### src/rtl/cpu_ctrl.sv
// Instruction decoder and control FSM for the 16-bit register/ALU datapath.
// Latches one instruction per start handshake and sequences datapath strobes until it returns to WAIT.
module cpu_ctrl #(
    parameter int DW = 16
) (
    input  logic          clk,
    input  logic          rst_n,
    input  logic          s,
    input  logic [15:0]   instr,
    output logic          w,
    output logic [2:0]    readnum,
    output logic [2:0]    writenum,
    output logic          write,
    output logic [3:0]    vsel,
    output logic          loada,
    output logic          loadb,
    output logic          asel,
    output logic          bsel,
    output logic [1:0]    shift,
    output logic [1:0]    ALUop,
    output logic          loadc,
    output logic          loads,
    output logic [DW-1:0] sximm5,
    output logic [DW-1:0] sximm8,
    output logic          illegal
);

    typedef enum logic [2:0] {
        S_WAIT, S_DECODE, S_GETA, S_GETB, S_ALU, S_WREG, S_WIMM
    } state_t;

    state_t      r_state, w_nxt;
    logic [15:0] r_ir;

    logic [2:0] w_opc, w_rn, w_rd, w_rm;
    logic [1:0] w_op, w_sh;
    logic       w_is_alu, w_mov_imm, w_mov_reg, w_mvn, w_cmp;

    assign w_opc = r_ir[15:13];
    assign w_op  = r_ir[12:11];
    assign w_rn  = r_ir[10:8];
    assign w_rd  = r_ir[7:5];
    assign w_sh  = r_ir[4:3];
    assign w_rm  = r_ir[2:0];

    assign w_is_alu  = (w_opc == 3'b101);
    assign w_mov_imm = (w_opc == 3'b110) && (w_op == 2'b10);
    assign w_mov_reg = (w_opc == 3'b110) && (w_op == 2'b00);
    assign w_mvn     = w_is_alu && (w_op == 2'b11);
    assign w_cmp     = w_is_alu && (w_op == 2'b01);

    assign sximm5 = {{(DW-5){r_ir[4]}}, r_ir[4:0]};
    assign sximm8 = {{(DW-8){r_ir[7]}}, r_ir[7:0]};

    // IR only loads on an accepted start, so it stays stable for the whole instruction.
    always_ff @(posedge clk or negedge rst_n) begin
        if (!rst_n) begin
            r_state <= S_WAIT;
            r_ir    <= '0;
        end else begin
            r_state <= w_nxt;
            if (r_state == S_WAIT && s)
                r_ir <= instr;
        end
    end

    always_comb begin
        w_nxt    = r_state;
        w        = 1'b0;
        readnum  = 3'd0;
        writenum = 3'd0;
        write    = 1'b0;
        vsel     = 4'b0001;
        loada    = 1'b0;
        loadb    = 1'b0;
        asel     = 1'b0;
        bsel     = 1'b0;
        shift    = 2'b00;
        ALUop    = 2'b00;
        loadc    = 1'b0;
        loads    = 1'b0;
        illegal  = 1'b0;
        case (r_state)
            S_WAIT: begin
                w = 1'b1;
                if (s) w_nxt = S_DECODE;
            end
            S_DECODE: begin
                if (w_mov_imm)                w_nxt = S_WIMM;
                else if (w_mov_reg || w_mvn)  w_nxt = S_GETB;
                else if (w_is_alu)            w_nxt = S_GETA;
                else begin
                    illegal = 1'b1;
                    w_nxt   = S_WAIT;
                end
            end
            S_GETA: begin
                readnum = w_rn;
                loada   = 1'b1;
                w_nxt   = S_GETB;
            end
            S_GETB: begin
                readnum = w_rm;
                loadb   = 1'b1;
                w_nxt   = S_ALU;
            end
            S_ALU: begin
                shift = w_sh;
                // MOV reg reuses the adder with A forced to zero.
                ALUop = w_mov_reg ? 2'b00 : w_op;
                asel  = w_mov_reg;
                if (w_cmp) begin
                    loads = 1'b1;
                    w_nxt = S_WAIT;
                end else begin
                    loadc = 1'b1;
                    w_nxt = S_WREG;
                end
            end
            S_WREG: begin
                writenum = w_rd;
                vsel     = 4'b0001;
                write    = 1'b1;
                w_nxt    = S_WAIT;
            end
            S_WIMM: begin
                writenum = w_rn;
                vsel     = 4'b0100;
                write    = 1'b1;
                w_nxt    = S_WAIT;
            end
            default: w_nxt = S_WAIT;
        endcase
    end

endmodule

### config.mk
export PLATFORM = sky130hd
export DESIGN_NAME = cpu_ctrl
export DESIGN_NICKNAME = d
export VERILOG_FILES = /design/src/rtl/cpu_ctrl.sv
export SDC_FILE = /design/constraint.sdc
export NUM_CORES = 1
export LEC_CHECK = 0
export ABC_AREA = 1
export CORE_MARGIN = 4
export CORE_UTILIZATION = 30
export CTS_CLUSTER_DIAMETER = 100
export CTS_CLUSTER_SIZE = 14
export DETAILED_ROUTE_END_ITERATION = 6
export PLACE_DENSITY = 0.66
export SKIP_LAST_GASP = 1
export SYNTH_ARGS = -nofsm -noshare
export SYNTH_HDL_FRONTEND = slang
export SYNTH_SLANG_ARGS = --single-unit
### constraint.sdc
create_clock -name clk -period 3.3 [get_ports clk]
set_input_delay 0.495 -clock clk [delete_from_list [all_inputs] [get_ports clk]]
set_output_delay 0.495 -clock clk [all_outputs]
set_load 0.005 [all_outputs]
==> run summary, run 1 <==
Gate Count Post-Synth = 164
I/O Pins = 74
Largest net degree at the start of global routing = 27
Vias in the first global route = 936
Main flop type after synthesis = dfrtp_1
Syn Area/Cell = 7.65 um2
Die area = 0.00528 mm2
First-pass DRT Iterations = 4
Worst vdd ir = 0.265 mV
All-layer global routing usage = 0.100
Min-Delay Path Depth = 2
Clk slew on worst S/H paths = 0.07 ns
Routability congestion estimate = 0.693
WL met1 = 1130 um
Async SR Flop Fraction = 1.00
Gate power share = 0.571
EDFF count, synth = 0
Wire per inst = 11.0 um
Int Power = 0.000894 W
Vias = 1050
FF+latch count, synth = 19
Sequential fraction of design power = 0.314
First-pass GRT wire length = 4170 um
Commonest non-fill, non-tap cell in the layout = clkdlybuf4s50_1
Final Skew = 0.000953 ns
CP Class = reg -> out
Worst-Margin Slew = 0.898 ns
Count of yosys warnings during synthesis = 0
Worst endpoint required time = 2.80 ns
Hold buffers post-CTS = 0
Post-CTS Setup Inserts = 0
CTS sink cnt = 19
Rows = 23
RSZ-0062 raised after global routing = false
DRT iter0 DRCs = 57
Y dimension of the die = 72.7 um
Seq/Total Area, Yosys = 0.379
Core area = 0.00403 mm2
Top Metal Used = met4
Final slew viol count = 0
Layout cells sized above 1 = 0.0398
Final hold violation count = 0
F_max = 426 MHz
Starting Density = 0.311
Grt ovf = 0
FF-to-FF End = r_ir[7]
Critical Path End Type = output pin
Switching Power = 0.000487 W
Cells after DPL = 247
DRC = 0
Cts bufs inserted = 3
Critical Path Fanout Max = 7
I/O Buffers = 70
Slew HR = 0.399
Leak = 0.833 nW
Initial antenna violation count = 0
Final Cycle Share = 0.712
WL final = 2750 um
Setup TNS = 0 ns
RR Startpoint = r_state[0]
Arrival time worst endpoint = 1.85 ns
Area growth, synth to finish = 41.0%
Final setup fails = 0
Fin crit period = 2.35 ns
Final #Nets = 221
Clock power frac = 0.115
Post-CTS sizing = 0
Die width = 72.7 um
Commonest cells after routing, fill and taps aside = clkdlybuf4s50_1 (70), nand2_1 (26), nor2_1 (22), dfrtp_1 (19), inv_1 (18)
CTS tree = yes
Remaining antenna violation count = 0
Result of the run = finished, final reports clean
Met3 wire len = 295 um
Skew-Pair Late Insertion Delay = 0.25 ns
Startpoint Class = flop
Met2 wire len = 1300 um
HPWL after DPL = 2170 um
CTS HTree Levels = 1
Hold crit path type = reg -> reg
Via-to-Cell Ratio = 4.18
Fin util = 0.439
Hold path endpoint = r_ir[14]
Switching share of power = 0.353
Power Density = 780 mW/mm2
Reg2reg setup slack = 2.03 ns
CTS Buffer Depth = 2
Final Non-Filler Cells = 251
Path depth of the worst reg2reg path = 6
Synth Cell Area = 0.00125 mm2
Yosys cell types = 19
Hold Startpoint = r_ir[14]
Ant diodes = 0
Root buffer cell = clkbuf_8
Max Cap Viol = 0
## cell type report
type / count / area (um2)
fill: 417 / 2260
timing repair buffer: 70 / 701
sequential: 19 / 475
multi-input combinational: 88 / 410
inverter: 20 / 75.1
tap: 50 / 62.6
clock buffer: 4 / 45.0
## cell families after synthesis
family | count (synthesis) | synth area share
other | 1 | 0.00299
DFF | 19 | 0.379
buffers and inverters | 59 | 0.300
and+or+nand+nor | 65 | 0.235
AOI/OAI and AO/OA | 20 | 0.0827
## synthesized netlist by cell type, types with 2 or more instances
cell type,number,area (um2)
a21oi_1,13,65.1
buf_4,35,263
buf_6,3,33.8
dfrtp_1,19,475
inv_1,18,67.6
inv_2,2,7.51
nand2_1,26,97.6
nand2_4,2,22.5
nand3_1,10,50.1
nor2_1,22,82.6
nor3_1,2,10.0
o21ai_0,3,15.0
o22ai_1,3,18.8
## through the flow
step	hold slack (ns)	area, um2	setup slack (ns)	total power, W
after CTS	0.509	1770	0.931	0.00141
after global routing	0.538	1770	0.816	0.00150
after detailed placement	0.490	1720	1.21	0.00124
after floorplan	0.199	1260	1.84	0.000992
after global placement	0.484	1720	1.26	0.00123
final	0.507	1770	0.950	0.00138
## sequential cells by signal (all words and copies together) (netlist names)
signal / cells
r_state: 3
r_ir: 16
## worst max-delay path by stage
stage                     startpoint          end  slack [ns]  cells after the start
after detailed placement  r_state[2]         asel        1.21                      5
after global routing      r_state[2]      illegal        0.82                      3
after CTS                 r_state[2]  writenum[2]        0.93                      3
final                     r_state[2]         asel        0.95                      5
after global placement    r_state[2]  writenum[0]        1.26                      3
after floorplan           r_state[2]      illegal        1.84                      3
## power by group through the flow
| stage | clock, W | combinational, W | sequential [W] |
|---|---|---|---|
| after floorplan | 0 | 0.000572 | 0.000421 |
| after global placement | 0 | 0.000791 | 0.000439 |
| after detailed placement | 0 | 0.000799 | 0.000441 |
| after CTS | 0.000168 | 0.000802 | 0.000437 |
| after global routing | 0.000177 | 0.000868 | 0.000454 |
| final | 0.000159 | 0.000788 | 0.000434 |
## worst max-delay path, stage by stage, from the launching register on
cell	delay, ns
dfrtp_1	0.54
inv_1	0.09
nor2_1	0.19
inv_1	0.15
nor2_1	0.12
clkdlybuf4s50_1	0.51
## routing by layer
metal	global-route usage	vias to the layer above
li1	-	544
met1	0.119	455
met2	0.176	49
met3	0.0289	2
met4	0.0246	0
met5	0	-
Note: power is estimated with default switching activity, not from simulation.
==> run 2, diff against run 1 <==
==> constraint.sdc (replaced) <==
create_clock -name clk -period 2.2 [get_ports clk]
set_input_delay 0.33 -clock clk [delete_from_list [all_inputs] [get_ports clk]]
set_output_delay 0.33 -clock clk [all_outputs]
set_load 0.005 [all_outputs]
==> run 2 against run 1 <==
Combinational power increased by 54%. Setup slack worse by 0.80 ns. First-iteration DRC count shrank 63%. Critical path depth is 1 lower. Via count grew 4.0%. Final area is 2.2% higher. Final cell count increased by 1.6%. Sequential power up 51%. Critical path type unchanged. Power is 53% higher. Largest power group unchanged. Sequential share of layout area is 0.51 points lower.
==> run summary, run 2 (synthesis results as in run 1) <==
Switching share of power = 0.356 (was 0.353)
Wire per inst = 11.2 um (was 11.0 um)
Critical Path Fanout Max = 6 (was 7)
CP max stage cell = clkdlybuf4s50_1 (was dfrtp_1)
Die width = 72.7 um (unchanged)
Rows = 23 (unchanged)
CP Class = reg -> out (unchanged)
Via-to-Cell Ratio = 4.28 (was 4.18)
Clk slew on worst S/H paths = 0.07 ns (about the same)
Int Power = 0.00136 W (was 0.000894 W)
Fill cells = 407 (was 417)
DRC = 0 (unchanged)
Final setup fails = 0 (unchanged)
Multi-input gate area = 418 um2 (was 410 um2)
Root buffer cell = clkbuf_8 (unchanged)
Startpoint Class = flop (unchanged)
Met1 GRT Util = 0.138 (was 0.119)
Final hold violation count = 0 (unchanged)
Met3 usage = 0.0138 (was 0.0289)
Result of the run = finished, final reports clean (unchanged)
Commonest cells after routing, fill and taps aside = clkdlybuf4s50_1 (70), nand2_1 (26), nor2_1 (21), dfrtp_1 (18), inv_1 (17) (was clkdlybuf4s50_1 (70), nand2_1 (26), nor2_1 (22), dfrtp_1 (19), inv_1 (18))
Number of flip-flops in the largest register = 16 (unchanged)
Vias = 1092 (was 1050)
F_max = 487 MHz
Grt peak-use layer = met2 (unchanged)
Setup TNS = 0 ns (unchanged)
All-layer global routing usage = 0.106 (was 0.100)
Remaining antenna violation count = 0 (unchanged)
I/O Buffers = 70 (unchanged)
Switching Power = 0.000752 W (was 0.000487 W)
Area growth, synth to finish = 44.1% (was 41.0%)
CP max stage delay = 0.53 ns (was 0.54 ns)
Top flop regs = r_ir x16, r_state x3 (unchanged)
Critical Path End Type = output pin (unchanged)
Routability congestion estimate = 0.753 (was 0.693)
DRT iter0 DRCs = 21 (was 57)
Placed Instance Area = 0.00175 mm2 (was 0.00172 mm2)
Layout cells sized above 1 = 0.0780 (was 0.0398)
Worst endpoint required time = 1.87 ns (was 2.80 ns)
Starting Density = 0.311 (unchanged)
CTS Buffer Depth = 2 (unchanged)
Clock power frac = 0.116 (was 0.115)
Finished Cell Area = 0.00181 mm2 (was 0.00177 mm2)
Grt met2 use = 0.175 (was 0.176)
Final hold slack = 0.392 ns (was 0.507 ns)
Y dimension of the die = 72.7 um (unchanged)
I/O Pins = 74 (unchanged)
Vias in the first global route = 985 (was 936)
Crit-path cells = nor2_1 > nand2_1 > o21ai_0 > clkdlybuf4s50_1 (was inv_1 > nor2_1 > inv_1 > nor2_1 > clkdlybuf4s50_1)
Leak = 0.851 nW (was 0.833 nW)
Initial antenna violation count = 0 (unchanged)
Most flops, register = r_ir (unchanged)
Gate power share = 0.573 (was 0.571)
CTS sink cnt = 19 (unchanged)
Final Cycle Share = 0.933
Skew-Pair Late Insertion Delay = 0.26 ns (was 0.25 ns)
Die area = 0.00528 mm2 (unchanged)
Arrival time worst endpoint = 1.72 ns (was 1.85 ns)
Hold crit path type = in -> async (was reg -> reg)
Power Density = 1170 mW/mm2 (was 780 mW/mm2)
Final worst slack = 0.148 ns (was 0.950 ns)
Worst vdd ir = 0.360 mV (was 0.265 mV)
HPWL after DPL = 2250 um (was 2170 um)
Place WS = 0.293 ns (was 1.21 ns)
Commonest non-fill, non-tap cell in the layout = clkdlybuf4s50_1 (unchanged)
Max Cap Viol = 0 (unchanged)
FF/Latch Area = 477 um2 (was 475 um2)
Final Skew = 0.00427 ns (was 0.000953 ns)
Final slew viol count = 0 (unchanged)
First-pass DRT Iterations = 4 (unchanged)
First-pass GRT wire length = 4480 um (was 4170 um)
CTS tree = yes (unchanged)
RSZ-0062 raised after global routing = false (unchanged)
CTS HTree Levels = 1 (unchanged)
Fin crit period = 2.05 ns
Final #Nets = 225 (was 221)
Sequential fraction of design power = 0.311 (was 0.314)
Ant diodes = 0 (unchanged)
Grt ovf = 0 (unchanged)
Core area = 0.00403 mm2 (unchanged)
Largest net degree at the start of global routing = 27 (unchanged)
WL final = 2860 um (was 2750 um)
Cts bufs inserted = 3 (unchanged)
[run 2: changes by cell type in the layout (fill, tap and decap cells not counted), sizes merged]
cell,delta
buf,+4
[run 2: through the flow]
step           total power, W  utilization  instances
6_report              0.00211        0.449        255
5_1_grt               0.00229        0.449        255
4_1_cts               0.00213        0.445        254
3_5_place_dp          0.00188        0.434        250
3_3_place_gp          0.00187        0.434        250
2_1_floorplan         0.00149            -        166
[run 2: cell type report]
| cell class | count | share of cell area |
|---|---|---|
| Sequential cell | 19 | 0.264 |
| Multi-Input combinational cell | 88 | 0.231 |
| Timing Repair Buffer | 74 | 0.404 |
| Tap cell | 50 | 0.0346 |
| Clock buffer | 4 | 0.0249 |
| Inverter | 20 | 0.0415 |
[run 2: worst paths after layout]
| kind | startpoint | to | slack, ns | depth (start not counted) |
|---|---|---|---|---|
| setup / recovery | r_state[2] | readnum[1] | 0.15 | 4 |
| hold / removal | rst_n | r_ir[6] | 0.39 | 1 |
| setup reg to reg | r_state[1] | r_ir[5] | 0.92 | 6 |
| hold reg to reg | r_ir[15] | r_ir[15] | 0.51 | 2 |
| max in group asynchronous | rst_n | r_state[2] | 1.29 | 2 |
| min in group clk | r_ir[15] | r_ir[15] | 0.51 | 2 |
[run 2: timing repair]
action | CTS | global route
buffers inserted | 0 | 1
setup endpoints to repair | 0 | 12
hold buffers | 0 | 0
resized for setup | 0 | 6
[run 2: power groups by stage]
stage / sequential, W / combinational (W) / clock, W
6_report: 0.000657 / 0.00121 / 0.000245
5_1_grt: 0.000684 / 0.00134 / 0.000268
4_1_cts: 0.000661 / 0.00121 / 0.000250
3_5_place_dp: 0.000667 / 0.00121 / 0
3_3_place_gp: 0.000660 / 0.00121 / 0
2_1_floorplan: 0.000631 / 0.000858 / 0
[run 2: critical path, delay by kind of cell, from the launching register on]
| family | cells | cell delay, ns |
|---|---|---|
| buffers and inverters | 1 | 0.53 |
| DFF | 1 | 0.45 |
| and+or+nand+nor | 2 | 0.32 |
| AOI/OAI and AO/OA | 1 | 0.17 |
[run 2: metal layers]
layer / up-vias / share of wire
li1: 553 / -
met1: 489 / 0.46
met2: 46 / 0.45
met3: 4 / 0.072
met4: 0 / 0.013
met5: - / 0
